[src/rtl/mem_access.sv]
// Memory stage: owns the EX/MEM register and runs one req/ack data-bus transaction
// per load/store, with lane steering, alignment check, load extension and bus timeout.

module mem_access #(
    parameter int TIMEOUT_CYCLES = 16
) (
    input  logic        Clock,
    input  logic        nReset,
    input  logic        RegWriteIn,
    input  logic        MemReadIn,
    input  logic        MemWriteIn,
    input  logic        MemtoRegIn,
    input  logic [31:0] ALUOutIn,
    input  logic [31:0] RtDataIn,
    input  logic [4:0]  RAddrIn,
    input  logic [1:0]  Size,
    input  logic        SignedLoad,
    output logic [31:0] DAddr,
    output logic [31:0] DWData,
    output logic [3:0]  DByteEn,
    output logic        DRead,
    output logic        DWrite,
    input  logic        DAck,
    input  logic [31:0] DRData,
    output logic [31:0] WBData,
    output logic [4:0]  RAddrOut,
    output logic        RegWriteOut,
    output logic        Stall,
    output logic        AddrErr,
    output logic        BusErr
);

    // state  | meaning
    // IDLE   | accepting a new instruction from execute every cycle
    // ACCESS | bus request outstanding, upstream frozen via Stall

    localparam int CW = $clog2(TIMEOUT_CYCLES + 1);
    localparam logic [CW-1:0] CNT_LAST = CW'(TIMEOUT_CYCLES - 1);

    typedef enum logic {IDLE = 1'b0, ACCESS = 1'b1} state_t;

    state_t          state, state_nxt;
    logic [CW-1:0]   cnt;

    logic            mem_op, misaligned;
    logic            accept, addr_fault, done, expire;
    logic [3:0]      be_in;
    logic [31:0]     wdata_in;
    logic [31:0]     load_ext, lane_sh;
    logic [15:0]     half_sel;

    logic [31:0]     alu_q;
    logic [1:0]      size_q;
    logic            sgn_q, m2r_q, rw_q, st_q;

    assign mem_op = MemReadIn | MemWriteIn;

    always_comb begin
        misaligned = 1'b0;
        be_in      = 4'b1111;
        wdata_in   = RtDataIn;
        unique case (Size)
            2'b00: begin
                misaligned = 1'b0;
                be_in      = 4'b0001 << ALUOutIn[1:0];
                wdata_in   = {4{RtDataIn[7:0]}};
            end
            2'b01: begin
                misaligned = ALUOutIn[0];
                be_in      = ALUOutIn[1] ? 4'b1100 : 4'b0011;
                wdata_in   = {2{RtDataIn[15:0]}};
            end
            default: begin
                misaligned = |ALUOutIn[1:0];
                be_in      = 4'b1111;
                wdata_in   = RtDataIn;
            end
        endcase
    end

    // Lane selection uses the address latched at accept time, not the live input.
    always_comb begin
        lane_sh  = DRData >> {alu_q[1:0], 3'b000};
        half_sel = alu_q[1] ? DRData[31:16] : DRData[15:0];
        load_ext = DRData;
        unique case (size_q)
            2'b00:   load_ext = {{24{sgn_q & lane_sh[7]}}, lane_sh[7:0]};
            2'b01:   load_ext = {{16{sgn_q & half_sel[15]}}, half_sel};
            default: load_ext = DRData;
        endcase
    end

    always_ff @(posedge Clock or negedge nReset) begin
        if (!nReset) state <= IDLE;
        else         state <= state_nxt;
    end

    always_comb begin
        state_nxt = state;
        unique case (state)
            IDLE:    if (accept)        state_nxt = ACCESS;
            ACCESS:  if (done || expire) state_nxt = IDLE;
            default: state_nxt = IDLE;
        endcase
    end

    // DAck on the terminal cycle counts as completion, so expire excludes it.
    always_comb begin
        Stall      = (state == ACCESS);
        accept     = (state == IDLE) && mem_op && !misaligned;
        addr_fault = (state == IDLE) && mem_op && misaligned;
        done       = (state == ACCESS) && DAck;
        expire     = (state == ACCESS) && !DAck && (cnt == CNT_LAST);
    end

    always_ff @(posedge Clock or negedge nReset) begin
        if (!nReset) begin
            cnt <= '0;
        end else if ((state == ACCESS) && !done && !expire) begin
            cnt <= cnt + 1'b1;
        end else begin
            cnt <= '0;
        end
    end

    always_ff @(posedge Clock or negedge nReset) begin
        if (!nReset) begin
            DAddr       <= '0;
            DWData      <= '0;
            DByteEn     <= '0;
            DRead       <= 1'b0;
            DWrite      <= 1'b0;
            WBData      <= '0;
            RAddrOut    <= '0;
            RegWriteOut <= 1'b0;
            AddrErr     <= 1'b0;
            BusErr      <= 1'b0;
            alu_q       <= '0;
            size_q      <= '0;
            sgn_q       <= 1'b0;
            m2r_q       <= 1'b0;
            rw_q        <= 1'b0;
            st_q        <= 1'b0;
        end else begin
            AddrErr <= addr_fault;
            BusErr  <= expire;
            if (state == IDLE) begin
                if (!mem_op) begin
                    WBData      <= ALUOutIn;
                    RAddrOut    <= RAddrIn;
                    RegWriteOut <= RegWriteIn;
                end else if (misaligned) begin
                    RegWriteOut <= 1'b0;
                end else begin
                    RegWriteOut <= 1'b0;
                    RAddrOut    <= RAddrIn;
                    alu_q       <= ALUOutIn;
                    size_q      <= Size;
                    sgn_q       <= SignedLoad;
                    m2r_q       <= MemtoRegIn;
                    rw_q        <= RegWriteIn;
                    st_q        <= MemWriteIn;
                    DAddr       <= {ALUOutIn[31:2], 2'b00};
                    DWData      <= wdata_in;
                    DByteEn     <= be_in;
                    DRead       <= ~MemWriteIn;
                    DWrite      <= MemWriteIn;
                end
            end else if (done) begin
                DRead  <= 1'b0;
                DWrite <= 1'b0;
                if (st_q) begin
                    RegWriteOut <= 1'b0;
                end else begin
                    RegWriteOut <= rw_q;
                    WBData      <= m2r_q ? load_ext : alu_q;
                end
            end else if (expire) begin
                DRead       <= 1'b0;
                DWrite      <= 1'b0;
                RegWriteOut <= 1'b0;
            end
        end
    end

endmodule

[config.mk]
export PLATFORM = sky130hd
export DESIGN_NAME = mem_access
export DESIGN_NICKNAME = d
export VERILOG_FILES = /design/src/rtl/mem_access.sv
export SDC_FILE = /design/constraint.sdc
export NUM_CORES = 1
export LEC_CHECK = 0
export CAP_MARGIN = 20
export CORE_ASPECT_RATIO = 1.4
export CORE_MARGIN = 2
export CORE_UTILIZATION = 41
export DETAILED_ROUTE_END_ITERATION = 6
export PLACE_DENSITY_LB_ADDON = 0.12
export SLEW_MARGIN = 20
export SYNTH_ARGS = -nofsm -noshare
export SYNTH_HDL_FRONTEND = slang
export SYNTH_SLANG_ARGS = --single-unit
[constraint.sdc]
create_clock -name Clock -period 1.6 [get_ports Clock]
set_input_delay 0.24 -clock Clock [delete_from_list [all_inputs] [get_ports Clock]]
set_output_delay 0.24 -clock Clock [all_outputs]
set_load 0.01 [all_outputs]
==> Word level (Yosys, flattened, before mapping) <==
Index checks and enable logic that the tools add are counted.
{ "totals": {"regBits": 152, "inputBits": 111, "out_inout_bits": 111, "wordCells": 86} }
{ "classes": {"addsub": 1, "n_eq_ne": 9, "shift": 2, "n_mux": 29, "bitwise": 6, "reduce_logical": 21} }
{ "ops": {"columns": ["op", "count"], "rows": [
  ["2-to-1 mux 32 bit", 5],
  ["case mux 32 bit (2 select lines)", 2],
  [">> shifter 32 x 5 -> 8 bit", 1],
  ["2-to-1 mux 16 bit", 1],
  ["2-to-1 mux 5 bit", 3],
  ["2-to-1 mux 1 bit", 14],
  ["AND reduction 3 bit", 3],
  ["logical AND 1 bit", 8],
  ["inequality test 2 bit (second input constant)", 4],
  ["case mux 4 bit (2 select lines)", 1],
  ["adder 5 x 1 -> 5 bit (second input constant)", 1],
  ["equality test 5 x 4 -> 1 bit (second input constant)", 1],
  ["equality test 2 x 1 -> 1 bit (second input constant)", 2],
  ["logical NOT 1 bit", 4],
  ["logical NOT 2 bit", 2],
  ["2-to-1 mux 4 bit", 1],
  ["case mux 1 bit (2 select lines)", 2],
  ["<< shifter 1 x 2 -> 4 bit (first input constant)", 1],
  ["inequality test 3 x 1 -> 1 bit (second input constant)", 1],
  ["NOT 1 bit", 3],
  ["bitwise AND 1 bit", 2],
  ["inequality test 2 x 1 -> 1 bit (second input constant)", 1],
  ["AND reduction 2 bit", 1],
  ["nonzero test 2 bit", 1],
  ["3 further kinds", 3]
]} }

==> Longest topological paths before layout <==
{ "depth": {"word_depth": 7, "depth_mapped": 7, "depth_no_buf": 6} }

==> Least setup slack after synthesis <==
No wires, ideal clock.
{ "synth_path": {"kind": "register to register", "from": "register alu_q[1]", "to": "register WBData[15]", "setup_ns": 0.135, "arrival_ns": 1.531, "required_time_ns": 1.465, "path_slack_ns": -0.066, "stages_incl_launch_ff": 6, "n_path_buf": 1, "period_less_slack_ns": 1.666, "cell_sequence": "dfrtp_1 > buf_6 > mux4_2 > a31o_2 > a31oi_1 > o32ai_1"} }
{ "synth_between": {"elab_chain_cells": 7, "elab_cells_between_ends": 8, "classes_between": "shift: 1; mux: 6; bitwise: 1"} }
{ "synth_lines": {"columns": ["element", "line_no", "rtl"], "rows": [
  ["start: declaration", "52", "logic [31:0] alu_q;"],
  ["start signal: assignment", "157", "alu_q <= ALUOutIn;"],
  [">> shifter 32 x 5 -> 8 bit", "83", "lane_sh = DRData >> {alu_q[1:0], 3'b000};"],
  ["bitwise AND 1 bit", "87", "2'b00: load_ext = {{24{sgn_q & lane_sh[7]}}, lane_sh[7:0]};"],
  ["case mux 32 bit (2 select lines) *", "86", "unique case (size_q)"],
  ["2-to-1 mux 32 bit *", "176", "WBData <= m2r_q ? load_ext : alu_q;"],
  ["2-to-1 mux 32 bit *", "172", "if (st_q) begin"],
  ["2-to-1 mux 32 bit *", "169", "end else if (done) begin"],
  ["2-to-1 mux 32 bit *", "147", "if (state == IDLE) begin"],
  ["end signal: assignment", "149", "WBData <= ALUOutIn;"],
  ["end signal: assignment", "176", null],
  ["end: declaration", "25", "output logic [31:0] WBData,"]
]} }
Mark *: on every way between the ends. The rest lies on a longest branch, timed or not. The select of a mux whose other input is x is not followed.
A chain may end at the register's enable or synchronous reset.

==> Final worst setup path <==
Ends and elaborated chain as after synthesis.

==> run_results.csv <==
group,metric,value,unit
status,outcome,"finished with violations",
status,failed_checks,"negative setup slack",
placement,dp_hpwl,14.8,mm
critical_path,startpoint,"alu_q[1]",
floorplanning,std_cell_rows,53,
sta,slew_violations,0,
job,drv_cap,0,
route,drc_errors,0,
critical_path,end_kind,"flop",
power_and_ir_drop,p_per_area,1490,mW/mm^2
sta,post-route-period-util,1.05,
cells_and_area,nets,949,
sta,setup_ws,-83.0,ps
critical_path,cp.arrival,1960,ps
global_routing,grt_overflow,0,
floorplanning,ios,222,
critical_path,r2r_start,"alu_q[1]",
cells_and_area,diodes,0,
min_path,hp-class,"in -> async",
route,firstDrtPassIters,6,
power_and_ir_drop,peakVddDrop,760,uV
cts,root_buffer,"clkbuf_16",
sta,fmax,594,MHz
cells_and_area,final_cell_area,0.0103,mm^2
cts,cts_tree,"yes",
cts,clk_latency,420,ps
placement,dpl_cell_area,0.00893,mm^2
floorplanning,design.core.area,0.0151,mm^2
floorplanning,die_area,0.0165,mm^2
power_and_ir_drop,p_leak,4.71,nW
placement,place_ws,-584,ps
sta,fin_crit,1680,ps
placement,dp_cells,993,
global_routing,antenna_found_initial,0,
sta,setup_viol,60,
global_routing,grt_pass1_wl,31.3,mm
route,ant_nets,0,
cts,numCtsBuffers,17,
route,drt_iter0_markers,326,
logic_synthesis,synthArstFlopShare,1.00,
cts,cts_buffer_depth,2,
logic_synthesis,syn_inst,588,
floorplanning,start_util,0.421,
logic_synthesis,yosys.cell_types.count,57,
logic_synthesis,synth_area_per_cell,10.8,um^2
logic_synthesis,synth_top_area_cell,"dfrtp_1",
cells_and_area,fillerInstances,1165,
floorplanning,die_y,151,um
cts,clkSinkCount,122,
logic_synthesis,yosysSeqAreaShare,0.482,
route,wire_per_inst,20.5,um
sta,final_hold_viol_count,0,
route,drt_wl_total,21.3,mm
sta,rsz0062_at_grt,"yes",
critical_path,cp.required,1880,ps
cells_and_area,drive_gt1_frac,0.278,
cts,htree_levels,4,
logic_synthesis,yosys.cell_count.top_type,"dfrtp_1",
logic_synthesis,yosys-top-cells-count,"122 x dfrtp_1, 60 x mux2_2, 59 x nor2_1",
critical_path,crit_type,"reg -> reg",
logic_synthesis,synth_top_area_share,0.482,
global_routing,grt_start_max_net_pins,69,
cts,clkTransAtPathRegs,60,ps
sta,finalClockSkew,7.35,ps
logic_synthesis,ys.flop_type,"dfrtp_1",
placement,io_buffers,219,
logic_synthesis,netlist_area,0.00634,mm^2
placement,gp_congestion,0.874,
route,vias,5899,
logic_synthesis,synth_area_leaders,"dfrtp_1 48%, mux2_2 11%, buf_4 5.0%",
critical_path,startpoint_type,"flop",
logic_synthesis,synth_edf_count,0,
logic_synthesis,ys_ff_latch,122,
route,viasPerCell,5.67,
critical_path,cp_max_fo,8,
cells_and_area,final_cell_count_no_fill,1041,
cells_and_area,areaGrowthSynthToFinish,62.9,%
global_routing,grt_pass1_vias,6039,
logic_synthesis,yosys_warnings,0,
global_routing,grt_usage,0.248,
floorplanning,die_w,109,um
-- area by class of cell --
type | instances | area, um^2 | area share
inverters | 9 | 33.8 | 0.00327
clock inverters | 13 | 170 | 0.0165
clock buffers | 19 | 443 | 0.0429
flip-flops and latches | 122 | 3060 | 0.296
well taps | 192 | 240 | 0.0233
multi-input cells | 384 | 3200 | 0.310
repair buffers | 302 | 3180 | 0.308
-- metrics by stage --
| stage | utilization | hold slack (ps) | power, mW | setup TNS (ps) |
|---|---|---|---|---|
| 2_1_floorplan | - | -55.6 | 7.76 | -141 |
| 3_3_place_gp | 0.594 | 267 | 10.7 | -40820 |
| 3_5_place_dp | 0.594 | 275 | 10.8 | -44770 |
| 4_1_cts | 0.654 | 380 | 15.2 | -1810 |
| 5_1_grt | 0.686 | 410 | 16.2 | -4530 |
| 6_report | 0.686 | 364 | 15.4 | -2330 |
-- worst max-delay path, cell delays in order, from the launching register on --
cell	delay, ps
dfrtp_2	430
mux4_2	560
a31o_4	300
a31oi_4	160
o32ai_1	100
-- flip-flops by register name, summed over array words and instances (netlist names) --
register     count
DRead            1
DByteEn          4
RAddrOut         5
rw_q             1
m2r_q            1
Stall            1
sgn_q            1
size_q           2
WBData          32
st_q             1
AddrErr          1
alu_q           32
cnt              5
BusErr           1
RegWriteOut      1
DWData          32
DWrite           1
-- power by group --
group | switching, mW | internal (mW) | leakage (nW)
Clock | 1.49 | 2.50 | 0.290
Sequential | 0.761 | 4.12 | 1.42
Combinational | 2.91 | 3.65 | 3.01
-- layout by cell type, fill, tap and decap left out, drive strengths merged, types with 2 or more instances in the layout --
master         Yosys  final
clkdlybuf4s50      0    152
dfrtp            122    122
buf               58     78
mux2              63     63
nor2              60     60
dlymetal6s2s       0     50
mux2i             31     31
nand2             30     30
o21ai             27     27
clkbuf            16     25
a21oi             25     25
a221oi            24     24
o22ai             23     23
a22oi             17     17
dlygate4sd2        0     15
a31oi             14     14
inv                8      9
nor3               9      9
o32ai              8      8
a21o               7      7
clkinv             1      7
o32a               5      5
nand3              4      4
clkinvlp           0      3
bufinv             0      3
nor3b              3      3
or2                3      3
or3                3      3
and3               2      2
ha                 2      2
conb               1      2
a211oi             2      2
nor2b              2      2
-- kinds of logic after synthesis --
family                     Yosys count  synth area share
AOI/OAI and AO/OA                  161             0.178
xor gates and xnor gates             2           0.00276
adders and majority gates            2           0.00395
buffers and inverters               83            0.0819
DFF                                122             0.482
muxes                               95             0.164
other                                1          0.000592
and+or+nand+nor                    122            0.0863
-- final timing paths --
kind                            cells after the start  slack (ps)    endpoint
worst max-delay path                                4         -80  WBData[15]
worst min-delay path                                3         360  WBData[29]
worst max register to register                      4         -80  WBData[15]
worst min register to register                      1         470  DByteEn[0]
max in group asynchronous                           3         860    alu_q[1]
min in group Clock                                  3         390       m2r_q
-- layer usage --
| metal | part of all wire | track usage | wire length (um) |
|---|---|---|---|
| met2 | 0.51 | 0.424 | 10900 |
| met1 | 0.38 | 0.286 | 8040 |
| met5 | 0 | 0 | 0 |
| met4 | 0.037 | 0.115 | 782 |
| met3 | 0.074 | 0.0688 | 1580 |
-- timing repair --
item	4_1_cts	5_1_grt
cloned	0	5
buffers inserted	7	4
hold buffers	1	0
gates resized for setup	85	88
endpoints found under the setup margin	114	124
hold endpoints to repair	122	0
pin swaps	4	17
(Power assumes the default switching activity.)
